**src/rtl/instr_encoder_pkg.sv**
```systemverilog
// Shared types and encoding constants for the LEGv8-subset instruction encoder.
package instr_enc_pkg;

  // Symbolic operations accepted on the input stream; 10..15 are illegal.
  typedef enum logic [3:0] {
    OpB    = 4'd0,
    OpBlt  = 4'd1,
    OpBl   = 4'd2,
    OpBr   = 4'd3,
    OpCbz  = 4'd4,
    OpAddi = 4'd5,
    OpAdds = 4'd6,
    OpSubs = 4'd7,
    OpLdur = 4'd8,
    OpStur = 4'd9
  } instr_op_t;

  // Opcode fields, left-aligned at bit 31 of the machine word.
  localparam logic [5:0]  OPC_B    = 6'b000101;
  localparam logic [5:0]  OPC_BL   = 6'b100101;
  localparam logic [7:0]  OPC_BLT  = 8'b01010100;
  localparam logic [7:0]  OPC_CBZ  = 8'b10110100;
  localparam logic [9:0]  OPC_ADDI = 10'b1001000100;
  localparam logic [10:0] OPC_ADDS = 11'b10101011000;
  localparam logic [10:0] OPC_SUBS = 11'b11101011000;
  localparam logic [10:0] OPC_LDUR = 11'b11111000010;
  localparam logic [10:0] OPC_STUR = 11'b11111000000;

  // Condition code for B.LT in the conditional-branch Rt slot.
  localparam logic [4:0]  COND_LT  = 5'b01011;

  // BR with only the Rn field left open.
  localparam logic [31:0] BR_BASE  = 32'hD61F0000;

  typedef enum logic [1:0] {
    StIdle,
    StLoad,
    StFlush,
    StDone
  } enc_state_e;

endpackage

```
**src/rtl/instr_encoder_if.sv**
```systemverilog
// Instruction input stream plus instruction-memory write port.
interface instr_encoder_if #(
  parameter int unsigned ADDR_W = 10
);
  logic              in_valid;
  logic              in_ready;
  logic [3:0]        in_op;
  logic [4:0]        in_rd;
  logic [4:0]        in_rn;
  logic [4:0]        in_rm;
  logic [25:0]       in_imm;
  logic              in_last;
  logic              mem_we;
  logic [ADDR_W-1:0] mem_addr;
  logic [31:0]       mem_wdata;

  // Instruction source: drives fields, observes ready and the memory port.
  modport master (
    output in_valid, in_op, in_rd, in_rn, in_rm, in_imm, in_last,
    input  in_ready, mem_we, mem_addr, mem_wdata
  );

  // Encoder side.
  modport slave (
    input  in_valid, in_op, in_rd, in_rn, in_rm, in_imm, in_last,
    output in_ready, mem_we, mem_addr, mem_wdata
  );
endinterface

```
**src/rtl/instr_encoder_field_pack.sv**
```systemverilog
// Combinational packer: symbolic fields to a 32-bit machine word plus error flags.
module instr_field_pack
  import instr_enc_pkg::*;
(
  input  logic [3:0]  op_i,
  input  logic [4:0]  rd_i,
  input  logic [4:0]  rn_i,
  input  logic [4:0]  rm_i,
  input  logic [25:0] imm_i,
  output logic [31:0] word_o,
  output logic        range_err_o,
  output logic        op_err_o
);

  logic fits19, fits12, fits9;

  // Signed fit: every bit above the field's sign bit must copy it.
  assign fits19 = (&imm_i[25:18]) | ~(|imm_i[25:18]);
  assign fits9  = (&imm_i[25:8])  | ~(|imm_i[25:8]);
  // ADDI immediate is unsigned.
  assign fits12 = ~(|imm_i[25:12]);

  // Field packing per operation; out-of-range immediates are truncated.
  always_comb begin
    word_o      = 32'd0;
    range_err_o = 1'b0;
    op_err_o    = 1'b0;
    unique case (op_i)
      OpB:    word_o = {OPC_B, imm_i};
      OpBl:   word_o = {OPC_BL, imm_i};
      OpBlt: begin
        word_o      = {OPC_BLT, imm_i[18:0], COND_LT};
        range_err_o = ~fits19;
      end
      OpCbz: begin
        word_o      = {OPC_CBZ, imm_i[18:0], rd_i};
        range_err_o = ~fits19;
      end
      OpBr:   word_o = BR_BASE | {22'd0, rn_i, 5'd0};
      OpAddi: begin
        word_o      = {OPC_ADDI, imm_i[11:0], rn_i, rd_i};
        range_err_o = ~fits12;
      end
      OpAdds: word_o = {OPC_ADDS, rm_i, 6'd0, rn_i, rd_i};
      OpSubs: word_o = {OPC_SUBS, rm_i, 6'd0, rn_i, rd_i};
      OpLdur: begin
        word_o      = {OPC_LDUR, imm_i[8:0], 2'b00, rn_i, rd_i};
        range_err_o = ~fits9;
      end
      OpStur: begin
        word_o      = {OPC_STUR, imm_i[8:0], 2'b00, rn_i, rd_i};
        range_err_o = ~fits9;
      end
      default: op_err_o = 1'b1;
    endcase
  end

endmodule

```
**src/rtl/instr_encoder.sv**
```systemverilog
// Streaming instruction encoder: accepts symbolic instructions and writes the
// packed words to consecutive instruction-memory addresses starting at 0.
module instr_encoder
  import instr_enc_pkg::*;
#(
  parameter int unsigned ADDR_W = 10
) (
  input  logic            clk,
  input  logic            reset,
  input  logic            start_i,
  instr_encoder_if.slave  bus,
  output logic            busy_o,
  output logic            done_o,
  output logic            err_o,
  output logic [ADDR_W:0] count_o
);

  localparam int unsigned CntW = ADDR_W + 1;

  enc_state_e        state_q, state_d;
  logic [ADDR_W-1:0] addr_q, addr_d;
  logic [CntW-1:0]   count_q, count_d;
  logic              err_q, err_d;
  logic              done_q, done_d;
  logic              mem_we_q, mem_we_d;
  logic [ADDR_W-1:0] mem_addr_q, mem_addr_d;
  logic [31:0]       mem_wdata_q, mem_wdata_d;

  logic        in_ready;
  logic        accept;
  logic        start_ok;
  logic        at_top;
  logic [31:0] word;
  logic        range_err;
  logic        op_err;

  instr_field_pack u_pack (
    .op_i        (bus.in_op),
    .rd_i        (bus.in_rd),
    .rn_i        (bus.in_rn),
    .rm_i        (bus.in_rm),
    .imm_i       (bus.in_imm),
    .word_o      (word),
    .range_err_o (range_err),
    .op_err_o    (op_err)
  );

  assign accept   = bus.in_valid & in_ready;
  assign start_ok = start_i & ((state_q == StIdle) | (state_q == StDone));
  // Last slot in memory: accepting here without in_last is an overflow.
  assign at_top   = &addr_q;

  // State register.
  always_ff @(posedge clk or posedge reset) begin
    if (reset) begin
      state_q <= StIdle;
    end else begin
      state_q <= state_d;
    end
  end

  // Next-state logic.
  always_comb begin
    state_d = state_q;
    unique case (state_q)
      StIdle:  if (start_ok) state_d = StLoad;
      StLoad:  if (accept && (bus.in_last || at_top)) state_d = StFlush;
      StFlush: state_d = StDone;
      StDone:  if (start_ok) state_d = StLoad;
      default: state_d = StIdle;
    endcase
  end

  // State-decoded outputs.
  always_comb begin
    in_ready = (state_q == StLoad);
    busy_o   = (state_q == StLoad) | (state_q == StFlush);
  end

  // Counters, sticky error and the registered memory write port.
  always_comb begin
    addr_d      = addr_q;
    count_d     = count_q + CntW'(mem_we_q);
    err_d       = err_q;
    done_d      = (state_q == StFlush);
    mem_we_d    = accept;
    mem_addr_d  = mem_addr_q;
    mem_wdata_d = mem_wdata_q;
    if (start_ok) begin
      addr_d  = '0;
      count_d = '0;
      err_d   = 1'b0;
    end
    if (accept) begin
      addr_d      = addr_q + ADDR_W'(1);
      mem_addr_d  = addr_q;
      mem_wdata_d = word;
      if (range_err || op_err || (at_top && !bus.in_last)) err_d = 1'b1;
    end
  end

  // Datapath registers.
  always_ff @(posedge clk or posedge reset) begin
    if (reset) begin
      addr_q      <= '0;
      count_q     <= '0;
      err_q       <= 1'b0;
      done_q      <= 1'b0;
      mem_we_q    <= 1'b0;
      mem_addr_q  <= '0;
      mem_wdata_q <= 32'd0;
    end else begin
      addr_q      <= addr_d;
      count_q     <= count_d;
      err_q       <= err_d;
      done_q      <= done_d;
      mem_we_q    <= mem_we_d;
      mem_addr_q  <= mem_addr_d;
      mem_wdata_q <= mem_wdata_d;
    end
  end

  assign bus.in_ready  = in_ready;
  assign bus.mem_we    = mem_we_q;
  assign bus.mem_addr  = mem_addr_q;
  assign bus.mem_wdata = mem_wdata_q;
  assign done_o        = done_q;
  assign err_o         = err_q;
  assign count_o       = count_q;

endmodule

```
**src/flat_wrapper.sv**
```systemverilog
// flat-port wrapper written by rule: the top's interface ports become plain ports
module instr_encoder_flat import instr_enc_pkg::*;
#(
  parameter int unsigned ADDR_W = 10
)
  (clk, reset, start_i, busy_o, done_o, err_o, count_o, bus_in_valid, bus_in_op, bus_in_rd, bus_in_rn, bus_in_rm, bus_in_imm, bus_in_last, bus_in_ready, bus_mem_we, bus_mem_addr, bus_mem_wdata);
  instr_encoder_if #(.ADDR_W(ADDR_W)) bus_i ();
  input  logic clk;
  input  logic reset;
  input  logic start_i;
  output logic busy_o;
  output logic done_o;
  output logic err_o;
  output logic [ADDR_W:0] count_o;
  input wire logic [$bits(bus_i.in_valid)-1:0] bus_in_valid;
  input wire logic [$bits(bus_i.in_op)-1:0] bus_in_op;
  input wire logic [$bits(bus_i.in_rd)-1:0] bus_in_rd;
  input wire logic [$bits(bus_i.in_rn)-1:0] bus_in_rn;
  input wire logic [$bits(bus_i.in_rm)-1:0] bus_in_rm;
  input wire logic [$bits(bus_i.in_imm)-1:0] bus_in_imm;
  input wire logic [$bits(bus_i.in_last)-1:0] bus_in_last;
  output wire logic [$bits(bus_i.in_ready)-1:0] bus_in_ready;
  output wire logic [$bits(bus_i.mem_we)-1:0] bus_mem_we;
  output wire logic [$bits(bus_i.mem_addr)-1:0] bus_mem_addr;
  output wire logic [$bits(bus_i.mem_wdata)-1:0] bus_mem_wdata;
  assign bus_i.in_valid = bus_in_valid;
  assign bus_i.in_op = bus_in_op;
  assign bus_i.in_rd = bus_in_rd;
  assign bus_i.in_rn = bus_in_rn;
  assign bus_i.in_rm = bus_in_rm;
  assign bus_i.in_imm = bus_in_imm;
  assign bus_i.in_last = bus_in_last;
  assign bus_in_ready = bus_i.in_ready;
  assign bus_mem_we = bus_i.mem_we;
  assign bus_mem_addr = bus_i.mem_addr;
  assign bus_mem_wdata = bus_i.mem_wdata;
  instr_encoder #(.ADDR_W(ADDR_W)) u_core (.clk(clk), .reset(reset), .start_i(start_i), .bus(bus_i), .busy_o(busy_o), .done_o(done_o), .err_o(err_o), .count_o(count_o));
endmodule
```
**config.mk**
```make
export PLATFORM = sky130hd
export DESIGN_NAME = instr_encoder_flat
export DESIGN_NICKNAME = d
export VERILOG_FILES = /design/src/rtl/instr_encoder_pkg.sv /design/src/rtl/instr_encoder_if.sv /design/src/rtl/instr_encoder_field_pack.sv /design/src/rtl/instr_encoder.sv /design/src/flat_wrapper.sv
export SDC_FILE = /design/constraint.sdc
export NUM_CORES = 1
export LEC_CHECK = 0
export BUFFER_PORTS_ARGS = -buffer_cell sky130_fd_sc_hd__buf_2
export CAP_MARGIN = 20
export CORE_MARGIN = 5
export CORE_UTILIZATION = 35
export CTS_BUF_LIST = sky130_fd_sc_hd__clkbuf_4
export DETAILED_ROUTE_END_ITERATION = 12
export PLACE_DENSITY = 0.66
export SLEW_MARGIN = 20
export SYNTH_ARGS = -nofsm -noshare
export SYNTH_HDL_FRONTEND = slang
export SYNTH_SLANG_ARGS = --single-unit
export TNS_END_PERCENT = 1
```
**constraint.sdc**
```tcl
create_clock -name clk -period 1.8 [get_ports clk]
set_input_delay 0.09 -clock clk [delete_from_list [all_inputs] [get_ports clk]]
set_output_delay 0.09 -clock clk [all_outputs]
set_load 0.02 [all_outputs]
```
==> results.md <==
Outcome:
- The run finished with clean final reports.

Clocking:
- Clock tree synthesis found a total of 68 sinks.
- The clock latency on the worst-skew pair is 0.41 ns.
- The number of H-tree branching levels is 3.
- The CTS tree is done.
- The maximum number of buffers from clock root to sink is 2.
- The post-CTS clock slew at the launch and capture registers of the worst setup and hold paths is 0.12 ns.
- The clock buffer count from CTS is 9.
- The root buffer selected by CTS is sky130_fd_sc_hd__clkbuf_4.

STA:
- The setup clock skew after layout is 0.0168 ns.
- Setup repair after global routing could not meet its margin everywhere.
- The final-report max-slew violation count is 0.
- In the finished design, the share of the clock period the worst path needs comes to 92.9%.
- Setup violations remaining at the end of the flow were counted as 0.
- The relative slew slack is 58.6%.
- For the finished layout, the period the worst path requires is 1.67 ns.
- The maximum operating frequency is 598 MHz.
- The hold violation total from the final report is 0.
- The measured slew at the worst slew-check pin is 0.620 ns.
- The worst setup slack after layout is 0.128 ns.

Global routing:
- The via count of the first global-routing pass is 3466.
- For this run, the total global-route usage over all layers was measured as 18.0%.
- The pin count of the biggest net entering global routing is 48.
- The wire length of the first global-routing pass is 17000 um.
- The number of antenna violations at the first check in global routing is 0.
- The total global routing overflow is 0.

Critical path:
- The category of the worst setup path capture point is a flop.
- The data arrival at the endpoint of the critical path is 2.02 ns.
- The number of buffers and inverters on the critical path is 0.
- In this run the worst path has a maximum fanout of 5.
- Among all stages on the critical path, the largest delay is contributed by sky130_fd_sc_hd__dfrtp_1.
- The kind of critical path is reg -> reg.
- Walking the worst path, the cells encountered are ha_1, nand2_1, nor3_2, a41oi_1, a21oi_1, mux2i_1.
- The critical path launch point type is a flop.
- The largest delay contributor family on the critical path is flip-flops.
- The required time reported for the critical path endpoint is 2.15 ns.
- In this design, the stage delay of the slowest critical-path cell is 0.44 ns.

Finish:
- The repair_antennas step left the layout with diodes totalling 0.
- The library cells used most frequently in the layout, excluding fill and tap cells, are sky130_fd_sc_hd__buf_2 (107), sky130_fd_sc_hd__nand2_1 (77), sky130_fd_sc_hd__dfrtp_1 (67).
- The final standard cell utilization of the core is 46.6%.
- The most common cell after layout, fill and taps aside is sky130_fd_sc_hd__buf_2.
- The net count of the finished layout is 576.
- In the final layout, the share of cells above drive strength 1 is 28.8%.
- The growth of design area from synthesis to finish is 29.7%.

Drt:
- The number of antenna-violating nets in the routed design is 0.
- The residual DRC count is 0.
- The routed wire length per instance is 16.1 um.
- The number of DRC markers in iteration 0 is 225.
- The number of vias per cell after detailed routing is 5.34.
- The total detailed-routing wirelength is 10600 um.
- The length of the first detailed-routing pass in iterations is 8.
- The final route contains 3511 vias.

Placed design:
- Timing analysis after detailed placement gives a worst setup slack of 0.0381 ns.
- The half-perimeter wire length after detailed placement is 7880 um.
- Buffers placed on the I/O ports in this run total 107.
- The last weighted congestion value of the routability-driven placer is 0.904.

Synthesis:
- The cell taking the most area after synthesis is sky130_fd_sc_hd__dfrtp_1.
- The count of mapped cells out of synthesis is 391.
- Ranked by total cell area, the synthesized netlist is headed by sky130_fd_sc_hd__dfrtp_1 (48%), sky130_fd_sc_hd__nand2_1 (8.3%), sky130_fd_sc_hd__o21ai_0 (4.6%).
- The number of different library cells in the post-synthesis netlist is 42.
- The sequential-to-total area share from yosys stat is 48.5%.
- During synthesis, Yosys emitted a total of 0 warnings.
- Counting flops and latches in the post-synthesis netlist gives 68.
- Summed over its instances, the top area cell type makes up 48.5% of the synthesized netlist area.
- The post-synthesis area per instance is 8.98 sq um.
- The number of nets produced by synthesis is 447.
- The combined area of all synthesized cells is 0.00351 sq mm.

Die:
- The floorplan step defined a core boundary enclosing 0.00977 sq mm.
- The I/O pin total is 108.
- The floorplan step defined a die boundary enclosing 0.0121 sq mm.
- Once the floorplan was initialized, standard cells occupied 35.9% of the core.
- The number of standard-cell rows in the floorplan is 36.
- In this run the horizontal extent of the chip is 110 um.
- From bottom edge to top edge, the die measures 110 um.

Power and ir drop:
- Net switching is 42.1% of the power.
- Per report_power, the combinational group accounts for 41.5% of the total.
- The analysis attributes to net switching a power of 2.31 mW.
- The share of total power dissipated in sequential elements is 40.6%.
- In this run the power density over the cells is 1200 mW/mm^2.
- Across the VDD grid, the largest voltage drop is 0.518 mV.
- The internal portion of the total power is 3.17 mW.
- The standby leakage power is 2.20 nW.
- The clock network is responsible for 17.9% of the overall power.

Run:
- The number of max-cap violations is 0.

Min path:
- The worst hold path belongs to the class in -> reg.
final cells by class:
type	instances	area [sq um]
Clock buffer	10	75.1
Clock inverter	6	55.1
Fill cell	977	5220
Inverter	9	37.5
Multi-Input combinational cell	291	1670
Sequential cell	68	1700
Tap cell	133	166
Timing Repair Buffer	141	843
worst paths after layout:
path / startpoint / to / slack, ns / depth (start not counted)
min reg2reg: u_core.bus.mem_addr[2]$_DFFE_PP0P_ / u_core.bus.mem_addr[2]$_DFFE_PP0P_ / 0.48 / 2
max: u_core.addr_q[1]$_DFFE_PP0P_ / u_core.state_q[0]$_DFFE_PP0P_ / 0.13 / 6
max reg2reg: u_core.addr_q[1]$_DFFE_PP0P_ / u_core.state_q[0]$_DFFE_PP0P_ / 0.13 / 6
min: bus_in_rd[2] / u_core.bus.mem_wdata[2]$_DFFE_PP0P_ / 0.01 / 3
min in group asynchronous: reset / u_core.bus.mem_addr[1]$_DFFE_PP0P_ / 0.25 / 3
max in group asynchronous: reset / u_core.addr_q[0]$_DFFE_PP0P_ / 0.95 / 4
Yosys cell counts, drive strengths merged:
master and number:
a2111oi 1, a21oi 17, a222oi 12, a22o 2
a22oi 11, a2bb2oi 2, a311oi 1, a31oi 12
a32oi 4, a41oi 1, and3 4, buf 12
clkbuf 11, clkinv 1, dfrtp 68, ha 6
inv 8, mux2i 1, nand2 78, nand3 12
nand4 6, nor2 40, nor2b 5, nor3 7
nor3b 2, nor4 3, o211ai 1, o21a 2
o21ai 39, o21bai 1, o31ai 5, o32a 1
o41ai 1, or2b 1, or4 1, xnor2 3
xor2 9
worst reg2reg max path, cell delays in order, from the launching register on:
cell and delay, ns:
sky130_fd_sc_hd__dfrtp_1 0.44, sky130_fd_sc_hd__ha_1 0.24, sky130_fd_sc_hd__nand2_1 0.11, sky130_fd_sc_hd__nor3_2 0.26, sky130_fd_sc_hd__a41oi_1 0.20, sky130_fd_sc_hd__a21oi_1 0.18, sky130_fd_sc_hd__mux2i_1 0.20
state kept, by name (all words and copies together), names as in the netlist:
signal                flops
u_core.bus.mem_we         1
u_core.state_q            2
u_core.addr_q            10
u_core.bus.mem_wdata     32
u_core.err_o              1
u_core.count_o           11
u_core.bus.mem_addr      10
u_core.done_o             1
layer usage:
layer / vias up / global-route usage [%] / share of wire, %
li1: 1676 / - / -
met1: 1663 / 23.2 / 42
met2: 158 / 29.2 / 48
met3: 14 / 4.25 / 8.3
met4: 0 / 7.12 / 1.5
met5: - / 0 / 0
through the flow:
| step | TNS [ns] | instances | power, mW | hold slack (ns) | instance area [sq um] |
|---|---|---|---|---|---|
| detailed placement | 0 | 626 | 4.54 | 0.154 | 4250 |
| finish | 0 | 658 | 5.48 | 0.0143 | 4550 |
| global placement | 0 | 626 | 4.50 | 0.154 | 4250 |
| CTS | 0 | 658 | 5.56 | 0.00490 | 4540 |
| global route | -0.00919 | 658 | 5.88 | 0.0171 | 4550 |
| floorplan | 0 | 391 | 3.64 | 0.240 | 3510 |
power groups by stage:
stage | combinational, mW | clock, mW | sequential, mW
floorplan | 0.925 | 0 | 2.72
global placement | 2.25 | 0 | 2.25
detailed placement | 2.29 | 0 | 2.25
CTS | 2.32 | 1.01 | 2.23
global route | 2.53 | 1.07 | 2.28
finish | 2.28 | 0.981 | 2.22
cell families (layout without fill, tap and decap cells):
logic type      count (synthesis)  after routing  synth area share (%)
flops                          68             68                  48.5
xor+xnor                       12             12                  2.99
simple gates                  159            159                  20.4
mux                             1              1                 0.285
fa+ha+maj                       6              6                  2.14
compound gates                113            113                  21.3
buf+inv                        32            166                  4.38
timing repair:
action	CTS	global route
hold endpoints to repair	34	0
gates resized for setup	1	3
hold buffers	16	0
setup endpoints to repair	2	8
setup buffers	0	0
(Power assumes the default switching activity.)
